### src/rtl/mole_scheduler.sv
// Mole pop sequencer: LFSR-picked position, dwell/gap timing on 100 Hz ticks, hit/miss pulses, BCD score.
// Optional build macro WRONG_HIT_PENALTY_EN: a wrong button while a mole is up costs a point and pulses miss.
module mole_scheduler #(
  parameter int         DWELL_TICKS = 50,
  parameter int         GAP_TICKS   = 20,
  parameter logic [9:0] LFSR_SEED   = 10'h1A5
) (
  input  logic       clk,
  input  logic       rst_n,
  input  logic       tick,
  input  logic [1:0] game_state,
  input  logic [9:0] hamster_btn,
  output logic [9:0] mole_led,
  output logic       active,
  output logic       hit_pulse,
  output logic       miss_pulse,
  output logic [7:0] score_bcd
);

  localparam logic [1:0] GS_HOLD = 2'd0;
  localparam logic [1:0] GS_POP  = 2'd1;
  localparam logic [1:0] GS_HIT  = 2'd2;
  localparam int MAX_T = (DWELL_TICKS > GAP_TICKS) ? DWELL_TICKS : GAP_TICKS;
  localparam int CNT_W = $clog2(MAX_T + 1);

  typedef enum logic [1:0] {IDLE, GAP, UP} state_t;

  state_t           state;
  logic [CNT_W-1:0] cnt;
  logic [9:0]       lfsr;
  logic [3:0]       pos;
  logic [3:0]       cand, next_pos;
  logic             playing, btn_hit;

  assign playing = (game_state == GS_POP) || (game_state == GS_HIT);
  assign btn_hit = hamster_btn[pos];

  // Fold 10..15 onto 0..5, then step past a repeat of the last position.
  assign cand     = (lfsr[3:0] >= 4'd10) ? (lfsr[3:0] - 4'd10) : lfsr[3:0];
  assign next_pos = (cand != pos) ? cand : ((cand == 4'd9) ? 4'd0 : cand + 4'd1);

  function automatic logic [7:0] bcd_inc(input logic [7:0] s);
    if (s == 8'h99)          return s;
    else if (s[3:0] == 4'd9) return {s[7:4] + 4'd1, 4'd0};
    else                     return {s[7:4], s[3:0] + 4'd1};
  endfunction

  function automatic logic [7:0] bcd_dec(input logic [7:0] s);
    if (s == 8'h00)          return s;
    else if (s[3:0] == 4'd0) return {s[7:4] - 4'd1, 4'd9};
    else                     return {s[7:4], s[3:0] - 4'd1};
  endfunction

  always_ff @(posedge clk or negedge rst_n) begin
    if (!rst_n) begin
      state      <= IDLE;
      cnt        <= '0;
      lfsr       <= LFSR_SEED;
      pos        <= 4'd0;
      mole_led   <= 10'b0;
      active     <= 1'b0;
      hit_pulse  <= 1'b0;
      miss_pulse <= 1'b0;
      score_bcd  <= 8'h00;
    end else begin
      lfsr       <= {lfsr[8:0], lfsr[9] ^ lfsr[6]};
      hit_pulse  <= 1'b0;
      miss_pulse <= 1'b0;
      if (!playing) begin
        // A raised mole is dropped silently when play stops.
        state    <= IDLE;
        cnt      <= '0;
        mole_led <= 10'b0;
        active   <= 1'b0;
        if (game_state == GS_HOLD) score_bcd <= 8'h00;
      end else begin
        case (state)
          IDLE: begin
            state <= GAP;
            cnt   <= '0;
          end
          GAP: if (tick) begin
            if (cnt == CNT_W'(GAP_TICKS - 1)) begin
              state    <= UP;
              cnt      <= '0;
              pos      <= next_pos;
              mole_led <= 10'b1 << next_pos;
              active   <= 1'b1;
            end else begin
              cnt <= cnt + 1'b1;
            end
          end
          UP: begin
            if (btn_hit) begin
              hit_pulse <= 1'b1;
              score_bcd <= bcd_inc(score_bcd);
              state     <= GAP;
              cnt       <= '0;
              mole_led  <= 10'b0;
              active    <= 1'b0;
            end else begin
`ifdef WRONG_HIT_PENALTY_EN
              if (|hamster_btn) begin
                miss_pulse <= 1'b1;
                score_bcd  <= bcd_dec(score_bcd);
              end
`endif
              if (tick) begin
                if (cnt == CNT_W'(DWELL_TICKS - 1)) begin
                  miss_pulse <= 1'b1;
                  state      <= GAP;
                  cnt        <= '0;
                  mole_led   <= 10'b0;
                  active     <= 1'b0;
                end else begin
                  cnt <= cnt + 1'b1;
                end
              end
            end
          end
          default: state <= IDLE;
        endcase
      end
    end
  end

endmodule

### config.mk
export PLATFORM = sky130hd
export DESIGN_NAME = mole_scheduler
export DESIGN_NICKNAME = d
export VERILOG_FILES = /design/src/rtl/mole_scheduler.sv
export SDC_FILE = /design/constraint.sdc
export NUM_CORES = 1
export LEC_CHECK = 0
export CORE_MARGIN = 2
export CORE_UTILIZATION = 47
export DETAILED_ROUTE_END_ITERATION = 8
export GPL_ROUTABILITY_DRIVEN = 1
export HOLD_SLACK_MARGIN = 0.02
export PLACE_DENSITY = 0.7
export SYNTH_ARGS = -nofsm -noshare
export SYNTH_HDL_FRONTEND = slang
export SYNTH_SLANG_ARGS = --single-unit
export TNS_END_PERCENT = 50
### constraint.sdc
create_clock -name clk -period 8.3 [get_ports clk]
set_input_delay 1.245 -clock clk [delete_from_list [all_inputs] [get_ports clk]]
set_output_delay 1.245 -clock clk [all_outputs]
set_load 0.03 [all_outputs]
[After elaboration in Yosys (flattened, before gate mapping)]
Cells that the tools add are included.
Storage, ports and cells
  register bits after elaboration: 43
  bits of input ports: 15
  output and inout bits: 21
Operators by class
  add/sub/neg operators: 5
  $lt $le $gt $ge: 2
  equality and inequality tests: 20
  shift operators: 1
  mux-type cells: 47
  bitwise operators: 1
  reduce and logical (&&, ||, !) cells: 10
Operators by type and width (number)
  10-bit two-way mux: 6
  8-bit two-way mux: 6
  6-bit two-way mux: 6
  10-bit one-hot mux with 2 select lines: 1
  6-bit one-hot mux with 3 select lines: 1
  1-bit two-way mux: 15
  4-bit by 1-bit adder with 4-bit output (second input constant): 3
  2-bit two-way mux: 6
  4-bit two-way mux: 3
  4-bit AND reduction: 3
  5-bit AND reduction: 2
  1-bit by 4-bit left shift with 10-bit output (first input constant): 1
  4-bit equality test (second input constant): 2
  8-bit equality test (second input constant): 1
  4-bit inequality test (second input constant): 2
  6-bit by 1-bit adder with 6-bit output (second input constant): 1
  6-bit by 5-bit equality test with 1-bit output (second input constant): 1
  6-bit equality test (second input constant): 1
  2-bit by 1-bit inequality test with 1-bit output (second input constant): 3
  3-bit inequality test (second input constant): 2
  2-bit one-hot mux with 3 select lines: 1
  4-bit by 5-bit less-than comparator with 1-bit output (second input constant): 1
  1-bit binary-select mux with 4-bit select: 1
  2-bit by 1-bit equality test with 1-bit output (second input constant): 2
  other kinds (13): 15

[Longest topological paths before layout]
Gate-level depths: netlist of the first run.
  word-level depth: 10
  mapped depth: 10
  mapped depth without buffers: 9

[Least setup slack after synthesis of the first run]
Ideal clock, no wire load.
  path type: in2reg
  start point: input port hamster_btn[7]
  end point: register cnt[4]
  setup time: 124 ps
  arrival: 2696 ps
  required time: 8176 ps
  setup slack: 5480 ps
  cell stages on the path: 7
  buffers on the path: 0
  cell sequence: mux4_2 mux2i_1 o211ai_1 a21oi_1 o21a_1 nor4_1 a211o_1
Between the ends
  cells in the longest elaborated chain, start to end: 5
  elaborated cells between the ends (all ways): 7
  classes of those cells: eq/ne: 1; mux: 5; reduce/logical: 1
Ends and longest elaborated chain
  from (decl): line 12  | input logic [9:0] hamster_btn,
  1-bit binary-select mux with 4-bit select (*): line 36  | assign btn_hit = hamster_btn[pos];
  1-bit two-way mux (implied by the code) (*): line 36
  6-bit two-way mux: line 94  | if (btn_hit) begin
  6-bit one-hot mux with 3 select lines: line 77  | case (state)
  6-bit two-way mux: line 69  | if (!playing) begin
  to (signal assigned): line 90  | cnt <= cnt + 1'b1;
  to (signal assigned): line 116  | cnt <= cnt + 1'b1;
  to (decl): line 29  | logic [CNT_W-1:0] cnt;
Mark *: on every way between the ends. The rest lies on a longest branch, timed or not. The select of a mux whose other input is x is not followed.
A chain may end at the register's enable or synchronous reset.

[Worst setup path in the final report of the first run]
  start point: input port game_state[0]
  end point: register mole_led[5]
Between the ends
  cells in the longest elaborated chain, start to end: 4
  elaborated cells between the ends (all ways): 10
  classes of those cells: eq/ne: 7; mux: 1; reduce/logical: 2
Ends and longest elaborated chain
  from (decl): line 11  | input logic [1:0] game_state,
  2-bit by 1-bit equality test with 1-bit output / 2-bit equality test (equally long branches): line 35  | assign playing = (game_state == GS_POP) || (game_state == GS_HIT);
  1-bit logical OR (*): line 35
  4-bit inequality test (no line), or another cell as far along
  5-bit AND reduction (no line)
  to (signal assigned): line 87  | mole_led <= 10'b1 << next_pos;
  to (decl): line 13  | output logic [9:0] mole_led,
Mark *: on every way between the ends. The rest lies on a longest branch, timed or not.

==> impl_results.md, run 1 <==
* Total grt overflow at 0
* CTS Hold Bufs at 0
* HP Start: lfsr[4]$_DFF_PN0_
* YS warnings at 0
* Worst Setup End Kind: flop
* Final WL at 5450 um
* Setup Fix Bufs, Post-CTS at 0
* CP Class: in -> reg
* Final hold violation count at 0
* Maxcap violations at 0
* Fin crit share at 39.3%
* Layout Skew at 0.00722 ns
* Critical Path RT at 8.51 ns
* Leakage at 1.22 nW
* Vias at 2068
* Fin util at 57.8%
* Netlist cell types at 63
* Final Total Pwr at 0.448 mW
* Die W at 77.5 um
* Final Non-Filler Cells at 358
* First-pass GRT wire length at 9210 um
* Crit path DAT at 3.47 ns
* RSZ-0062 raised after global routing: no
* Slew @ Worst Pin at 0.914 ns
* CP max FO at 13
* Async set-reset flop share out of synthesis at 100%
* Max frequency at 0.306 GHz
* GPL Wtd Cong at 0.857
* Inserted Diodes at 0
* Number of global-route vias before repair at 1952
* Initial core utilization at 49.0%
* Gr usage total at 19.3%
* Relative slew slack at 39.0%
* Vias per std cell at 5.78
* Largest net degree at the start of global routing at 44
* Power Density at 150 nW/um^2
* Post-Synthesis Cells at 254
* Core Box Area at 5170 sq um
* Die Height at 77.5 um
* DRC Markers at 0
* CTS tree: yes
* Clock latency on the worst-skew pair at 0.30 ns
* Clk slew on worst S/H paths at 0.08 ns
* Maximum vdd ir drop at 72.1 uV
* IO buf count at 35
* Status: complete, no violations
* Layout cells sized above 1 at 12.2%
* Setup TNS at 0 ns
* Worst flop-to-flop path startpoint: lfsr[1]$_DFF_PN0_
* Rows at 26
* HP Class: reg -> reg
* Max H-tree Level at 2
* CTS Sinks at 43
* Syn nets at 281
* Launch point of the worst path: game_state[0]
* Clock buffer count from CTS at 5
* Final Worst Setup Slack at 5.04 ns
* Dpl cells at 350
* Root buf cell: clkbuf_8
* Seq cells post-synth at 43
* Layout Nets at 314
* Period minus WS final at 3.26 ns
* Wire per inst at 15.2 um
* DP HPWL at 4040 um
* Crit path launch type: input port
* Area grow syn2layout at 18.0%
* Post-synth EDFFs at 0
* Mean Syn Cell Area at 9.98 sq um
* Post-route ant nets at 0
* Post-synthesis sequential area ratio at 42.7%
* Slew Viols, Final at 0
* IO Pins at 36
* Drt pass-1 iters at 4
* Pre-CTS setup slack at 4.68 ns
* Post-cts sizing count at 0
* Syn Std Cell Area at 2540 sq um
* Clock Tree Buf Depth at 2
* Setup Viol. Count Final at 0
* Top FF cell, synth: dfrtp_1
* Antenna violations before repair at 0
* Die area at 6000 sq um
* Initial DRC count at 176
critical path, cell delays in order:
cell and delay (ns):
clkdlybuf4s50_1 0.40, ha_1 0.54, nand2_1 0.14, nor4b_2 0.55, a41oi_1 0.33, o31ai_1 0.26
registers in the layout (all words and copies together) (netlist names):
name        flops
pos             4
miss_pulse      1
active          1
state           2
mole_led       10
lfsr           10
cnt             6
hit_pulse       1
score_bcd       8
kinds of logic (layout without fill, tap and decap cells):
group           count (synthesis)  in the layout  synth area share (%)
xor+xnor                        2              2                 0.691
compound gates                 67             67                  19.6
mux                            14             14                  6.86
buf+inv                        23             57                  4.54
fa+ha+maj                      12             12                  5.92
flops                          43             43                  42.7
simple gates                   93             93                  19.7
routing by layer:
layer	up-vias	wire length [um]	global-route usage, %
li1	985	-	-
met1	1025	2470	24.7
met2	50	2670	33.0
met3	8	225	3.49
met4	0	93	6.43
met5	-	0	0
cell usage after synthesis, drive strengths merged (3+ instances only):
library cell	count	area, sq um
o31ai	8	60.1
nor3	5	25.0
nand3	8	40.0
ha	12	150
inv	14	52.6
mux2	4	48.8
or3	5	31.3
nand2b	6	40.0
nand2	31	116
o21ai	24	124
o211ai	5	65.1
nor2	14	60.1
mux2i	8	80.1
dfrtp	38	951
buf	7	55.1
nor4	4	31.3
and3	4	25.0
nor2b	3	28.8
dfstp	5	131
a21oi	6	30.0
power by group:
group          switching, mW  leakage (nW)  internal [mW]
registers            0.00849         0.575          0.216
clock network         0.0695        0.0412         0.0588
logic                 0.0584         0.600         0.0363
total                  0.136          1.22          0.311
cells in the final DEF (no fill, tap or decap), types with 3 or more instances in the layout:
| cell type | n |
|---|---|
| nor3_1 | 5 |
| o31ai_1 | 8 |
| inv_1 | 14 |
| mux2_2 | 3 |
| o21ai_0 | 23 |
| nor2_1 | 13 |
| clkdlybuf4s50_1 | 34 |
| o211ai_1 | 3 |
| nand2_1 | 31 |
| and3_1 | 4 |
| ha_1 | 12 |
| nor4_1 | 3 |
| a21oi_1 | 6 |
| mux2i_1 | 8 |
| or3_1 | 5 |
| clkbuf_8 | 5 |
| nand3_1 | 8 |
| dfstp_2 | 5 |
| nand2b_1 | 5 |
| dfrtp_1 | 38 |
final cells by class:
class	instances	area, sq um
clock inverters	2	12.5
clock buffers	6	72.6
fillers	468	2180
repair buffers	35	345
flip-flops and latches	43	1080
inverters	14	52.6
multi-input cells	188	1340
well taps	70	87.6
final timing paths:
kind                            slack (ns)  cells after the start                       end
worst min-delay path                  0.36                      0         lfsr[5]$_DFF_PN1_
worst max register to register        5.08                      9   mole_led[3]$_DFFE_PN0P_
min in group asynchronous             1.08                      1         lfsr[9]$_DFF_PN0_
worst max-delay path                  5.04                      6   mole_led[5]$_DFFE_PN0P_
worst min register to register        0.36                      0         lfsr[5]$_DFF_PN1_
max in group asynchronous             6.65                      1  score_bcd[6]$_DFFE_PN0P_
stage by stage:
step	instance area, sq um	hold WS [ns]
4_1_cts	2990	0.352
2_1_floorplan	2540	0.333
3_3_place_gp	2910	0.339
5_1_grt	2990	0.370
3_5_place_dp	2910	0.341
6_report	2990	0.356
No activity file was read; power rests on OpenSTA's default activity.
==> run 2: changes to the inputs <==
--- a/config.mk
+++ b/config.mk
@@ -10,7 +10,7 @@
 export DETAILED_ROUTE_END_ITERATION = 8
 export GPL_ROUTABILITY_DRIVEN = 1
 export HOLD_SLACK_MARGIN = 0.02
-export PLACE_DENSITY = 0.7
+export PLACE_DENSITY = 0.73
 export SYNTH_ARGS = -nofsm -noshare
 export SYNTH_HDL_FRONTEND = slang
 export SYNTH_SLANG_ARGS = --single-unit
==> constraint.sdc (replaced) <==
create_clock -name clk -period 2.9 [get_ports clk]
set_input_delay 0.435 -clock clk [delete_from_list [all_inputs] [get_ports clk]]
set_output_delay 0.435 -clock clk [all_outputs]
set_load 0.03 [all_outputs]
==> impl_results.md, run 2 (synthesis results as in run 1) <==
* Worst R2R Setup Slack at 0.20 ns
* CTS Hold Bufs at 0
* Power Density at 436 nW/um^2
* First-pass GRT wire length at 9150 um
* CTS tree: yes
* Filler cells at 445
* Fin util at 59.1%
* Setup TNS at 0 ns
* DP HPWL at 3920 um
* HP Class: in -> async
* Layout cells sized above 1 at 14.3%
* Clock buffer count from CTS at 5
* Relative slew slack at 36.6%
* Inserted Diodes at 0
* Die W at 77.5 um
* Post-route ant nets at 0
* Die Height at 77.5 um
* Final WL at 5260 um
* Critical Path RT at 3.07 ns
* Period minus WS final at 2.70 ns
* Setup Fix Bufs, Post-CTS at 0
* Launch point of the worst path: lfsr[2]$_DFF_PN1_
* Worst flop-to-flop path startpoint: lfsr[2]$_DFF_PN1_
* GPL Wtd Cong at 0.912
* FF/Latch Area at 1080 sq um
* Vias at 2041
* Maxcap violations at 0
* Initial core utilization at 49.0%
* IO buf count at 35
* Area grow syn2layout at 20.5%
* Max frequency at 0.371 GHz
* CTS Sinks at 43
* Layout Skew at 0.0108 ns
* Drt pass-1 iters at 4
* Die area at 6000 sq um
* Post-cts sizing count at 0
* DRC Markers at 0
* Fin crit share at 93.0%
* Biggest regs: lfsr x10, mole_led x10, score_bcd x8
* Most frequent cells in the layout: dfrtp_1 (38), clkdlybuf4s50_1 (34), nand2_1 (31), o21ai_0 (23), inv_1 (14)
* Root buf cell: clkbuf_8
* Status: complete, no violations
* Number of global-route vias before repair at 1962
* Max H-tree Level at 2
* Vias per std cell at 5.61
* Antenna violations before repair at 0
* Final hold violation count at 0
* Crit path DAT at 2.86 ns
* Total grt overflow at 0
* Crit path launch type: flop
* RSZ-0062 raised after global routing: no
* Setup Viol. Count Final at 0
* Rows at 26
* Wire per inst at 14.4 um
* Footprint of the multi-input gates at 1340 sq um
* Slew @ Worst Pin at 0.950 ns
* Clk slew on worst S/H paths at 0.08 ns
* IO Pins at 36
* Final Total Pwr at 1.33 mW
* Core Box Area at 5170 sq um
* Initial DRC count at 178
* CP Class: reg -> reg
* Worst Setup End Kind: flop
* Largest net degree at the start of global routing at 44
* Layout Nets at 320
* Slew Viols, Final at 0
* CP max FO at 7
* Gr usage total at 19.0%
* Clock latency on the worst-skew pair at 0.30 ns
* Most common library cell in the layout ignoring fill and taps: dfrtp_1
* Clock Tree Buf Depth at 2
* Leakage at 1.26 nW
* Maximum vdd ir drop at 277 uV
[run 2: final timing paths]
kind	endpoint	cells past startpoint
max	mole_led[2]$_DFFE_PN0P_	9
min	mole_led[1]$_DFFE_PN0P_	1
min reg2reg	lfsr[8]$_DFF_PN1_	0
min in group clk	lfsr[8]$_DFF_PN1_	0
max reg2reg	mole_led[2]$_DFFE_PN0P_	9
max in group asynchronous	pos[3]$_DFFE_PN0P_	1
[run 2: cell type report]
class	count	area share [%]
multi-input cells	188	43.9
flip-flops and latches	43	35.4
repair buffers	41	12.8
clock buffers	8	3.28
well taps	70	2.87
inverters	14	1.72
[run 2: worst max-delay path: stages, from the launching register on]
cell      delay (ns)
dfstp_2         0.53
inv_1           0.07
ha_1            0.36
nor2b_2         0.22
a21boi_2        0.25
o211ai_4        0.15
nor2_4          0.14
mux2_4          0.33
o41ai_4         0.41
o31ai_1         0.12
[run 2: power by group]
group	switching [mW]	internal [mW]
Combinational	0.166	0.106
Sequential	0.0248	0.619
Clock	0.199	0.217
Total	0.389	0.942
[run 2: through the flow]
stage                     cell area (sq um)  hold WS [ns]  worst slack (ns)  std cells
after floorplan                        2540         0.139             0.140        254
after global placement                 2950         0.341             0.203        356
after detailed placement               2950         0.344             0.126        356
after CTS                              3050         0.315             0.114        364
after global routing                   3060         0.366            0.0420        364
final                                  3060         0.287             0.204        364
[run 2: layer usage]
layer | global-route usage [%] | share of wire [%] | vias to the layer above
li1 | - | - | 998
met1 | 25.4 | 47 | 977
met2 | 31.0 | 48 | 59
met3 | 3.26 | 3.5 | 7
met4 | 6.96 | 1.7 | 0
met5 | 0 | 0 | -
